===== config.mk =====
export PLATFORM = sky130hd
export DESIGN_NAME = bcd_display_scanner
export DESIGN_NICKNAME = d
export VERILOG_FILES = /design/src/rtl/bcd_display_scanner.sv
export SDC_FILE = /design/constraint.sdc
export NUM_CORES = 1
export LEC_CHECK = 0
export CORE_ASPECT_RATIO = 0.6
export CORE_MARGIN = 4
export CORE_UTILIZATION = 42
export CTS_BUF_LIST = sky130_fd_sc_hd__clkbuf_4 sky130_fd_sc_hd__clkbuf_8
export DETAILED_ROUTE_END_ITERATION = 16
export PLACE_DENSITY_LB_ADDON = 0.05
export SYNTH_ARGS = -nofsm -noshare
export SYNTH_HDL_FRONTEND = slang
export SYNTH_SLANG_ARGS = --single-unit

===== constraint.sdc =====
create_clock -name clk -period 5.8 [get_ports clk]
set_clock_uncertainty 0.2 [all_clocks]
set_input_delay 1.74 -clock clk [delete_from_list [all_inputs] [get_ports clk]]
set_output_delay 1.74 -clock clk [all_outputs]
set_load 0.005 [all_outputs]

===== src/rtl/bcd_display_scanner.sv =====
// Multiplexed four-digit BCD display driver: a shadow register feeds a scanned,
// registered seven-segment/anode output with optional leading-zero blanking.
module bcd_display_scanner #(
    parameter int unsigned PRESCALE = 4
) (
    input  logic        clk,
    input  logic        reset,
    input  logic        load,
    input  logic [15:0] digits_in,
    input  logic        blank_lz,
    output logic [3:0]  an,
    output logic [6:0]  seg
);

    localparam int unsigned CW = (PRESCALE > 1) ? $clog2(PRESCALE) : 1;
    localparam logic [CW-1:0] LAST = CW'(PRESCALE - 1);

    localparam logic [6:0] SEG_DASH  = 7'b0111111;
    localparam logic [6:0] SEG_BLANK = 7'b1111111;

    logic [CW-1:0] pre_cnt;
    logic          tick;
    logic [1:0]    scan_idx;
    logic [15:0]   shadow;

    logic [3:0]    cur_nibble;
    logic [3:0]    blank_digit;
    logic [3:0]    next_an;
    logic [6:0]    next_seg;

    // Active-low gfedcba; anything outside 0..9 shows a dash.
    function automatic logic [6:0] bcd_to_seg(input logic [3:0] d);
        logic [6:0] s;
        case (d)
            4'd0:    s = 7'b1000000;
            4'd1:    s = 7'b1111001;
            4'd2:    s = 7'b0100100;
            4'd3:    s = 7'b0110000;
            4'd4:    s = 7'b0011001;
            4'd5:    s = 7'b0010010;
            4'd6:    s = 7'b0000010;
            4'd7:    s = 7'b1111000;
            4'd8:    s = 7'b0000000;
            4'd9:    s = 7'b0010000;
            default: s = SEG_DASH;
        endcase
        return s;
    endfunction

    assign tick = (pre_cnt == LAST);

    // NOTE: sequential state uses non-blocking assignments so every register
    // samples the pre-edge values of the others, independent of block order.
    always_ff @(posedge clk or negedge reset) begin
        if (!reset) begin
            pre_cnt  <= '0;
            scan_idx <= 2'd0;
        end else begin
            if (tick) begin
                pre_cnt  <= '0;
                scan_idx <= scan_idx + 2'd1;
            end else begin
                pre_cnt  <= pre_cnt + CW'(1);
            end
        end
    end

    // Load is independent of the scan timing so a mid-scan update never stalls it.
    always_ff @(posedge clk or negedge reset) begin
        if (!reset) begin
            shadow <= 16'h0000;
        end else if (load) begin
            shadow <= digits_in;
        end
    end

    // Only a genuine 0 nibble counts as a leading zero; invalid codes stop the run.
    assign blank_digit = {4{blank_lz}} & {
        (shadow[15:12] == 4'd0),
        (shadow[15:12] == 4'd0) && (shadow[11:8] == 4'd0),
        (shadow[15:12] == 4'd0) && (shadow[11:8] == 4'd0) && (shadow[7:4] == 4'd0),
        1'b0
    };

    // NOTE: every always_comb output gets a default first so no path can infer a latch.
    always_comb begin
        cur_nibble = 4'd0;
        next_an    = 4'b1111;
        next_seg   = SEG_BLANK;
        cur_nibble = shadow[{scan_idx, 2'b00} +: 4];
        next_an    = ~(4'b0001 << scan_idx);
        next_seg   = blank_digit[scan_idx] ? SEG_BLANK : bcd_to_seg(cur_nibble);
    end

    always_ff @(posedge clk or negedge reset) begin
        if (!reset) begin
            an  <= 4'b1111;
            seg <= SEG_BLANK;
        end else begin
            an  <= next_an;
            seg <= next_seg;
        end
    end

endmodule


==> key figures <==
Run status
  • Result of the run: completed

Yosys
  • Post-synth cell types: 24
  • Syn_nets: 134
  • EDFF count, synth: 0
  • Flip-flop cell with the highest count after synthesis: sky130_fd_sc_hd__dfrtp_1
  • Number of standard cells after synthesis: 104
  • Synthesized area per cell: 13.9 sq um
  • Number of warnings printed during yosys synthesis: 0
  • Fraction of registers with async set or reset after synthesis: 1.00
  • Sequential-to-total area share from yosys stat: 0.546
  • Number of storage elements in the synthesis netlist: 31
  • Post-synthesis cell area: 1450 sq um

Power
  • Switching power as a share of total power: 0.221
  • Maximum ir drop on the vdd rail: 0.177 mV
  • Internal Power: 428 uW
  • Overall Power: 550 uW
  • Power Density: 290 nW/um^2
  • Fraction of power consumed by sequential logic: 0.458
  • Clock group share of total power: 0.396
  • Net load switching power: 122 uW
  • Static leakage: 0.000798 uW
  • Part of the total power dissipated in combinational logic: 0.146

Worst setup path
  • Number of buffer and inverter instances along the worst setup path: 1
  • Slowest stage cell on the critical path: sky130_fd_sc_hd__dfstp_2
  • Kind of cell with the highest combined delay on the critical path: flip-flops
  • Ordered cell list for the critical path: clkdlybuf4s50_1
  • Critical path fanouts, max: 1
  • Delay of the slowest cell on the worst path: 0.52 ns
  • Launching point of the worst reg2reg path: scan_idx[0]
  • Kind of critical path: register to primary output
  • Number of cells on the worst reg-to-reg path: 6
  • Critical Path AT: 1.30 ns
  • Endpoint required time on the critical path: 3.86 ns
  • Crit path launch type: register
  • R2r setup slk: 3.64 ns
  • Destination of the worst register-to-register timing path: seg[3]
  • Kind of end point of the critical path: primary output

Floorplan
  • Initial Utilization: 0.440
  • Io pins: 31
  • Die area: 4470 sq um
  • Area of the core: 3280 sq um
  • Vertical die dimension: 53.4 um
  • Number of cell rows: 16
  • Die width: 83.7 um

Timing
  • Final setup slack of the worst path: 2.56 ns
  • Ratio of final minimum period to clock period: 0.558
  • Final hold violations: 0
  • Transition time of the tightest slew-check pin: 0.760 ns
  • Highest attainable clock frequency: 309 MHz
  • Remaining max-slew budget at the tightest pin: 0.492
  • Worst hold slack: 0.230 ns
  • Accumulated negative setup slack: 0 ns
  • Setup repair after global routing missed its margin: no
  • Number of max-slew violations in the final report: 0
  • Final worst path period need: 3.24 ns
  • Setup violation total in the final timing report: 0

Clock tree
  • Clk Latency, worst-skew pair: 0.29 ns
  • TritonCTS clock tree: done
  • Maximum level of the CTS H-tree: 2
  • Root buffer selected by CTS: sky130_fd_sc_hd__clkbuf_8
  • Post-CTS setup buffers: 0
  • Clock-pin slew reported for the worst setup and hold paths after clock tree synthesis: 0.06 ns
  • Number of buffers inserted for hold repair after clock tree synthesis: 0
  • Number of buffers on the longest clock path: 2
  • Number of clock buffers inserted by TritonCTS: 5
  • Clock Sinks: 31
  • Post-cts gate resize count: 0

GRT
  • Vias in the first global route: 890
  • Initial antenna violation count: 0
  • Pin count of the biggest net entering global routing: 32
  • Most crowded layer after global routing: met1
  • All-Layer GR Usage: 0.145
  • Global-route wire length before repair: 4640 um
  • Total congestion overflow: 0
  • Global routing usage on met1: 0.211
  • GR met3 Demand/Resource: 0.0824
  • Met2 demand-to-capacity share in global routing: 0.170

Layout
  • Fraction of layout instances using a drive strength above 1: 0.288
  • Final net count: 168
  • Inserted Diodes: 0
  • Utilization of the core after routing: 0.578
  • Layout fillers: 279
  • Relative area change from synthesis to final layout: 31.3%

Worst hold path
  • Hold_sp: pre_cnt[0]
  • Number of cells on the worst hold path: 1
  • Hold EP: pre_cnt[0]
  • Type of the worst min-delay path: register to register

Routing
  • Total vias in the final route: 870
  • Via density: 4.73
  • Residual DRC count: 0
  • Number of violations reported at the end of detailed-routing iteration 0: 33
  • DR WL/cell: 14.8 um
  • Length of the first detailed-routing pass in iterations: 5
  • Antenna Nets Post-Route: 0
  • Total detailed-routing wirelength: 2730 um

Placement
  • Worst slack at placement: 2.38 ns
  • Final estimated routing congestion in global placement: 0.709
  • Port buffer count: 30
  • Post-detail-place hpwl: 1970 um

Job
  • Number of max-cap violations: 0
[metal layers]
layer / vias to the layer above / wire length [um]
met5: - / 0
met4: 0 / 11
met3: 2 / 223
met2: 29 / 934
met1: 412 / 1560
li1: 427 / -
[state kept, by name, indices dropped and copies added, names as in the netlist]
signal and count:
seg 7, pre_cnt 2, an 4, scan_idx 2
shadow 16
[synthesized netlist by cell type (2+ instances only)]
library cell | count | area (sq um)
sky130_fd_sc_hd__mux2i_1 | 3 | 30.0
sky130_fd_sc_hd__dfrtp_1 | 20 | 500
sky130_fd_sc_hd__mux4_2 | 4 | 90.1
sky130_fd_sc_hd__dfstp_2 | 11 | 289
sky130_fd_sc_hd__nor4_1 | 2 | 12.5
sky130_fd_sc_hd__nor2_1 | 5 | 18.8
sky130_fd_sc_hd__o21ai_1 | 4 | 20.0
sky130_fd_sc_hd__nand2_1 | 6 | 22.5
sky130_fd_sc_hd__mux2_2 | 14 | 158
sky130_fd_sc_hd__inv_1 | 8 | 30.0
sky130_fd_sc_hd__a21oi_1 | 2 | 10.0
sky130_fd_sc_hd__mux2_1 | 2 | 22.5
sky130_fd_sc_hd__buf_6 | 2 | 22.5
sky130_fd_sc_hd__ha_1 | 10 | 125
sky130_fd_sc_hd__clkbuf_1 | 2 | 7.51
[power by group through the flow]
stage	logic, uW	registers, uW	clock network [uW]
finish	80.1	252	218
detailed placement	80.1	256	0
global route	88.9	254	237
floorplan	40.5	253	0
global placement	79.0	255	0
CTS	81.0	252	223
[area by class of cell]
type                            instances  area (sq um)  area share
Inverter                                9          33.8      0.0178
Sequential cell                        31           790       0.416
Tap cell                               45          56.3      0.0297
Clock inverter                          2          35.0      0.0185
Timing Repair Buffer                   31           308       0.162
Multi-Input combinational cell         60           592       0.312
Clock buffer                            6          82.6      0.0435
[cell families (layout without fill, tap and decap cells)]
| logic type | count (synthesis) | in the layout | synth area share |
|---|---|---|---|
| and+or+nand+nor | 16 | 16 | 0.0528 |
| xor gates and xnor gates | 1 | 1 | 0.00606 |
| muxes | 23 | 23 | 0.208 |
| adders and majority gates | 10 | 10 | 0.0866 |
| DFF | 31 | 31 | 0.546 |
| buffers and inverters | 13 | 48 | 0.0442 |
| AOI/OAI and AO/OA | 10 | 10 | 0.0563 |
[metrics by stage]
stage / cell area, sq um / cells
finish: 1900 / 184
global route: 1900 / 184
CTS: 1900 / 184
detailed placement: 1780 / 176
global placement: 1780 / 176
floorplan: 1450 / 104
[layout by cell type, fill, tap and decap left out, drive strengths merged, types with 2 or more instances in the layout]
master and n:
clkinv 2, a21oi 2, clkbuf 6, clkdlybuf4s50 30
inv 8, o21ai 4, nand2 6, mux2 16
dfrtp 20, nor4 2, ha 10, mux2i 3
dfstp 11, nor2 5, mux4 4
[worst max path at each step]
stage | startpoint | to | depth (start not counted)
CTS | seg[6] | seg[6] | 1
floorplan | load | shadow[10] | 3
global route | seg[1] | seg[1] | 1
finish | seg[6] | seg[6] | 1
global placement | load | shadow[12] | 2
detailed placement | load | shadow[12] | 2
No activity file was read; power rests on OpenSTA's default activity.
